--- config.mk ---
export PLATFORM = sky130hd
export DESIGN_NAME = execute_unit
export DESIGN_NICKNAME = d
export VERILOG_FILES = /design/src/rtl/execute_unit.sv
export SDC_FILE = /design/constraint.sdc
export NUM_CORES = 1
export LEC_CHECK = 0
export ABC_AREA = 1
export BUFFER_PORTS_ARGS = -buffer_cell sky130_fd_sc_hd__buf_2
export CAP_MARGIN = 20
export CORE_ASPECT_RATIO = 0.5
export CORE_UTILIZATION = 37
export DETAILED_ROUTE_END_ITERATION = 8
export GPL_ROUTABILITY_DRIVEN = 0
export REMOVE_ABC_BUFFERS = 1
export SLEW_MARGIN = 20
export SYNTH_ARGS = -nofsm -noshare
export SYNTH_HDL_FRONTEND = slang
export SYNTH_SLANG_ARGS = --single-unit
export TNS_END_PERCENT = 10
--- constraint.sdc ---
create_clock -name clock -period 2 [get_ports clock]
set_clock_uncertainty 0.1 [all_clocks]
set_input_delay 0.1 -clock clock [delete_from_list [all_inputs] [get_ports clock]]
set_output_delay 0.1 -clock clock [all_outputs]
set_load 0.05 [all_outputs]
--- src/rtl/execute_unit.sv ---
// Execute stage of a 4-bit accumulator machine.
// Three-state control FSM (FETCH, EXEC, HALT), accumulator datapath with
// carry/zero flags, 8-bit page register for jump targets and an output port.
module execute_unit (
  input  logic        clock,
  input  logic        reset,
  input  logic        enable,
  input  logic [3:0]  instruction,
  input  logic [3:0]  operand,
  input  logic [3:0]  data_in,
  output logic        enablec,
  output logic        enablef,
  output logic        load,
  output logic [11:0] load_data,
  output logic [3:0]  accu,
  output logic        carry,
  output logic        zero,
  output logic [3:0]  out_data,
  output logic        out_valid,
  output logic        phase,
  output logic        halted
);

  typedef enum logic [1:0] {
    FETCH = 2'd0,
    EXEC  = 2'd1,
    HALT  = 2'd2
  } state_t;

  localparam logic [3:0] OP_NOP0  = 4'b0000;
  localparam logic [3:0] OP_LIT   = 4'b0001;
  localparam logic [3:0] OP_ADD   = 4'b0010;
  localparam logic [3:0] OP_NAND  = 4'b0011;
  localparam logic [3:0] OP_CMP   = 4'b0100;
  localparam logic [3:0] OP_IN    = 4'b0101;
  localparam logic [3:0] OP_OUT   = 4'b0110;
  localparam logic [3:0] OP_JMP   = 4'b0111;
  localparam logic [3:0] OP_PAGEH = 4'b1000;
  localparam logic [3:0] OP_PAGEL = 4'b1001;
  localparam logic [3:0] OP_JC    = 4'b1010;
  localparam logic [3:0] OP_JZ    = 4'b1011;
  localparam logic [3:0] OP_JNC   = 4'b1100;
  localparam logic [3:0] OP_JNZ   = 4'b1101;
  localparam logic [3:0] OP_HALT  = 4'b1110;

  state_t      state_q, state_d;
  logic [3:0]  accu_q, accu_d;
  logic        carry_q, carry_d;
  logic        zero_q, zero_d;
  logic [7:0]  page_q, page_d;
  logic [3:0]  out_data_q, out_data_d;
  logic        out_valid_q, out_valid_d;

  logic        jump_taken;
  logic [4:0]  sum;

  // Jump condition evaluated from the current flags; non-jumps never take.
  always_comb begin
    // NOTE: every signal assigned in always_comb gets a default first so no path leaves it unassigned and infers a latch.
    jump_taken = 1'b0;
    case (instruction)
      OP_JMP:  jump_taken = 1'b1;
      OP_JC:   jump_taken = carry_q;
      OP_JZ:   jump_taken = zero_q;
      OP_JNC:  jump_taken = ~carry_q;
      OP_JNZ:  jump_taken = ~zero_q;
      default: jump_taken = 1'b0;
    endcase
  end

  assign sum = {1'b0, accu_q} + {1'b0, operand};

  // Next-state and datapath decode; registers only move on enabled cycles,
  // and the instruction is decoded only in EXEC.
  always_comb begin
    state_d     = state_q;
    accu_d      = accu_q;
    carry_d     = carry_q;
    zero_d      = zero_q;
    page_d      = page_q;
    out_data_d  = out_data_q;
    // out_valid is a single-cycle pulse, so it drops on any cycle that is not
    // the OUT execute edge, including disabled ones; this keeps a stalled
    // pipeline from presenting a second write strobe when it resumes.
    out_valid_d = 1'b0;
    if (enable) begin
      case (state_q)
        FETCH: state_d = EXEC;
        EXEC: begin
          state_d = (instruction == OP_HALT) ? HALT : FETCH;
          case (instruction)
            OP_LIT: begin
              accu_d = operand;
              zero_d = (operand == 4'b0000);
            end
            OP_ADD: begin
              accu_d  = sum[3:0];
              carry_d = sum[4];
              zero_d  = (sum[3:0] == 4'b0000);
            end
            OP_NAND: begin
              accu_d = ~(accu_q & operand);
              zero_d = ((accu_q & operand) == 4'b1111);
            end
            OP_CMP: begin
              carry_d = (accu_q >= operand);
              zero_d  = (accu_q == operand);
            end
            OP_IN: begin
              accu_d = data_in;
              zero_d = (data_in == 4'b0000);
            end
            OP_OUT: begin
              out_data_d  = accu_q;
              out_valid_d = 1'b1;
            end
            OP_PAGEH: page_d[7:4] = operand;
            OP_PAGEL: page_d[3:0] = operand;
            default: ;
          endcase
        end
        HALT:    state_d = HALT;
        default: state_d = FETCH;
      endcase
    end
  end

  // State register with synchronous reset overriding enable.
  always_ff @(posedge clock) begin
    // NOTE: sequential state uses non-blocking assignments so every flop samples pre-edge values.
    if (reset) begin
      state_q     <= FETCH;
      accu_q      <= 4'h0;
      carry_q     <= 1'b0;
      zero_q      <= 1'b0;
      page_q      <= 8'h00;
      out_data_q  <= 4'h0;
      out_valid_q <= 1'b0;
    end else begin
      state_q     <= state_d;
      accu_q      <= accu_d;
      carry_q     <= carry_d;
      zero_q      <= zero_d;
      page_q      <= page_d;
      out_data_q  <= out_data_d;
      out_valid_q <= out_valid_d;
    end
  end

  // Control strobes are combinational from state, gated by enable.
  always_comb begin
    enablef = 1'b0;
    enablec = 1'b0;
    load    = 1'b0;
    if (enable) begin
      case (state_q)
        FETCH: enablef = 1'b1;
        EXEC: begin
          load    = jump_taken;
          enablec = ~jump_taken;
        end
        default: ;
      endcase
    end
  end

  assign load_data = {page_q, operand};
  assign accu      = accu_q;
  assign carry     = carry_q;
  assign zero      = zero_q;
  assign out_data  = out_data_q;
  assign out_valid = out_valid_q & enable & (state_q != HALT);
  assign phase     = (state_q == EXEC);
  assign halted    = (state_q == HALT);

endmodule

* After elaboration in Yosys (flattened, before gate mapping)
Cells that the tools add are included.
Widths: inputs -> output; s select.
** Word-level totals
- Register bits after elaboration :: 21
- Bits in latches :: 0
- Bits in writable memories :: 0
- Memory bits (read-only) :: 0
- Input port bits :: 15
- Output and inout port bits :: 28
- Logic and storage cells :: 65
- Memories kept :: 0
** Cells by class
- Add/subtract/negate cells :: 1
- Multipliers :: 0
- Div/mod/pow operators :: 0
- Order comparisons :: 1
- Eq/ne operators :: 19
- Shift-type cells :: 0
- Multiplexer cells :: 13
- Bitwise gates (word level) :: 9
- Reduce and logical (&&, ||, !) cells :: 14
** Operator list (number)
- $eq 4x4->1 const B :: 8
- $reduce_and 3->1 :: 6
- $eq 4x3->1 const B :: 4
- $pmux 4 s4 :: 1
- $logic_not 4->1 :: 3
- $pmux 1 s5 :: 2
- $eq 4x2->1 const B :: 2
- $mux 1 :: 7
- $pmux 2 s3 :: 1
- $add 4x4->5 :: 1
- $not 1->1 :: 5
- $reduce_bool 5->1 :: 1
- $and 4x4->4 :: 1
- $eq 4x1->1 const B :: 1
- $eq 4x4->1 :: 1
- $ge 4x4->1 :: 1
- $not 4->4 :: 1
- $reduce_bool 4->1 :: 1
- $reduce_or 3->1 :: 1
- $and 1x1->1 :: 2
- $eq 2x1->1 const B :: 1
- $eq 2x2->1 const B :: 1
- $logic_not 2->1 :: 1
- $mux 2 :: 1
- other kinds (3) :: 3

* Logic depth before layout (Yosys ltp)
- Word-level depth :: 5
- Depth in mapped cells :: 11
- Mapped depth without buffers :: 11

* Worst setup path after synthesis
OpenSTA, ideal clock, no wires.
- Path kind :: reg2reg
- From :: register accu_q[0] (netlist: accu[0])
- To :: register zero_q (netlist: zero)
- Setup time :: 0.066 ns
- Arrival :: 1.917 ns
- Data required time :: 1.834 ns
- Setup slack :: -0.083 ns
- Stages on the path, launching flop included :: 12
- Buffers on the path :: 0
- Period minus slack after synthesis :: 2.083 ns
- Path through :: dfxtp_1 ha_1 inv_1 fa_1 nand2_1 inv_1 nand2_1 nor2_1 nand3_1 nand2_1 nand2_1 a21oi_2
** Between the ends
- Word-level cells in the longest chain between the ends :: 3
- Elaborated cells between the ends (all ways) :: 6
- Those cells by class :: 1 x add/sub; 2 x eq/ne; 1 x mux; 1 x bitwise; 1 x reduce/logical
** RTL lines
- from (decl) :: RTL line 47 : logic [3:0] accu_q, accu_d;
- from (signal assigned) :: RTL line 141 : accu_q <= accu_d;
- $add 4x4->5 / $and 4x4->4 (equally long branches) :: RTL line 71, 103
- $logic_not 4->1 / $eq 4x4->1 (equally long branches) :: RTL line 99, 103
- $pmux 1 s5 (*) :: RTL line 91 : case (instruction)
- to (signal assigned) :: RTL line 143 : zero_q <= zero_d;
- to (decl) :: RTL line 49 : logic zero_q, zero_d;
Mark *: on every way between the ends. The rest lies on a longest branch, timed or not.
A chain may end at the register's enable or synchronous reset.

* Worst setup path in the final report
Ends and elaborated chain as after synthesis.

==> impl_results.md <==
* Placement row count at 15
* Leading post-synthesis cells by cell area: dfxtp_1 29%, nand2_1 12%, nor2_1 7.9%
* Total Routed Length at 3.711 mm
* Layout area overhead at 20.98%
* Initial core utilization at 40.14%
* First-pass GRT wire length at 5.830 mm
* Clock transition at path regs at around 80 ps
* Ant diodes at 0
* Area of the die at approximately 0.0041 sq mm
* Port bufs at 42
* Outcome: finished clean
* Setup TNS Final at 0 ps
* #FFs+latches synth at 21
* Worst Setup End Kind: flop
* Pins Over Slew Limit at 0
* Clock Sinks at 21
* Largest buffer count on any clock path at 2
* Most frequent CP cell: nand2_1
* Hold_ws at approximately 26 ps
* Share of the synthesized area in the top cell type at 29.37%
* Final ANT Viol Nets at 0
* Cell with the most instances after synthesis: nand2_1
* First-pass iteration count of the detailed router at 4
* Area after DPL at 0.001672 sq mm
* RSZ-0062 raised after global routing: false
* Placed cells at roughly 300
* YS warnings at 0
* Layout cells sized above 1 at 25.77%
* Root buf cell: clkbuf_8
* Critical path's slowest cell: fa_1
* Relative slew margins at ~75%
* Remaining DRCs at 0
* Synth cell count leaders: 44 x nand2_1, 30 x nor2_1, 25 x inv_1
* Critical path arrival at ~1900 ps
* TritonCTS clock tree: built
* Final Hold Vio Count at 0
* Gr ovfl total at 0
* Ports at 43
* H-Tree Level Count at 1
* Cell Pwr Density at ~530 mW/mm^2
* Setup violations, final at 0
* Vias/cell at 4.839
* Largest net degree at the start of global routing at 16
* Register area share after synthesis at 29.37%
* Minimum clock period at 1799 ps
* Iter 0 DRT Violations at 36
* Total power at 924.1 uW
* Crit share post-route at 89.94%
* Number of fill cells in the layout at 386
* Pre-CTS WS at between 200 and 250 ps
* Peak supply drop at 0.3073 mV
* Die Wd at roughly 90 microns
* Yosys top cell by area: dfxtp_1
* Core Area at 0.003566 sq mm
* Mapped Cells at 218
* Initial antenna violation count at 0
* Total GRT Usage at a little under a fifth
* CP max FO at 4
* Synth cell types at 26
* Peak Freq at 555.9 MHz
* Measured slew at the worst slew-check pin at 376.6 ps
* Vias in the first global route at 1221
* Worst skew pair latency at 270 ps
* Via Count at 1505
* Post-synth EDFFs at 0
* Final worst slack at 201.1 ps
* CP Class: reg2reg
* DP HPWL at approximately 3 mm
* Final instance area at 0.001732 sq mm
* Hold crit path type: in2reg
* Fraction of registers with async set/reset at 0%
* Crit-path cells: ha_1 -> inv_1 -> fa_1 -> nand2_1 -> inv_1 -> nand2_1 -> nor2_1 -> nand3_1 -> nand2_1 -> nand2_1 -> a21oi_2
* TritonCTS Buffers at 3
* Mean Syn Cell Area at 6.566 sq um
* Final Util at 48.56%
* Worst path max stage delay at 510 ps
* Die Height at 45.98 microns
* Number of setup buffers added after CTS at 0
* Non-Filler Instances at 311
* Leakage power figure at 0.8790 nW
* Startpoint Class: flop
* Main flop type after synthesis: dfxtp_1
* WL/cell at 11.93 microns
* Critical Path RT at 2110 ps
* Max cap viols at 0
* Nets at 285
* Post-Syn Area at ~0.0014 sq mm
-- placed cells by master, fill, tap and decap left out --
cell and count:
a21oi_1 22, a21oi_2 3, buf_2 42, clkbuf_8 3, clkinv_1 2, clkinvlp_4 1, dfxtp_1 20, dfxtp_2 1
dlygate4sd3_1 1, fa_1 1, ha_1 8, inv_1 25, inv_2 5, nand2_1 44, nand2_2 3, nand2_4 2
nand3_1 11, nand3b_1 1, nor2_1 30, nor2_2 4, nor2_4 1, nor2_8 1, nor3_1 2, o211ai_1 3
o21ai_0 19, o21ai_1 1, o21ai_2 1, o22ai_1 2, xor2_1 1
-- repair_timing --
action / in CTS / in global routing
gates resized for setup: 0 / 1
hold buffers: 1 / 0
hold endpoints to repair: 6 / 0
setup endpoints to repair: 0 / 1
-- where the power goes --
group | switching, mW | leakage, nW | total, mW | internal [mW]
registers | 0.00505 | 0.170 | 0.428 | 0.423
logic | 0.144 | 0.687 | 0.201 | 0.0563
clock network | 0.154 | 0.0217 | 0.295 | 0.141
total | 0.303 | 0.879 | 0.924 | 0.621
-- cells by family (layout without fill, tap and decap cells) --
kind of cell	after synthesis	after routing	synth area share, %
simple gates	99	99	31.29
flops	21	21	29.37
xor+xnor	1	1	0.6120
fa+ha+maj	9	9	8.392
compound gates	51	51	19.58
buf+inv	37	79	10.75
-- worst max-delay path, delay by kind of cell, from the launching register on --
kind | cells | cell delay, ps
and+or+nand+nor | 6 | 380
adders and majority gates | 2 | 680
DFF | 1 | 350
AOI/OAI and AO/OA | 1 | 100
buffers and inverters | 2 | 130
-- cell type report --
| class | count | area [sq um] | share of cell area (%) |
|---|---|---|---|
| Inverter | 32 | 120.1 | 6.936 |
| Timing Repair Buffer | 43 | 220.2 | 12.72 |
| Multi-Input combinational cell | 160 | 857.1 | 49.49 |
| Clock buffer | 3 | 41.29 | 2.384 |
| Tap cell | 51 | 63.81 | 3.685 |
| Clock inverter | 1 | 7.507 | 0.4335 |
| Sequential cell | 21 | 421.7 | 24.35 |
-- final timing paths --
path                     from          end  slack (ps)  cells after the start
hold reg to reg   out_data[2]  out_data[2]         380                      2
setup / recovery      accu[0]         zero         200                     11
setup reg to reg      accu[0]         zero         200                     11
hold / removal         enable   state_q[1]          30                      4
-- registers in the layout, summed over array words and instances (netlist names) --
register	count
state_q	2
out_valid_q	1
accu	4
zero	1
out_data	4
page_q	8
carry	1
-- layer usage --
metal	up-vias	wire length, microns	GRT usage (%)
li1	784	-	-
met1	667	1947	25.54
met2	47	1490	29.38
met3	7	219	4.833
met4	0	53	4.839
met5	-	0	0
No activity file was read; power rests on OpenSTA's default activity.
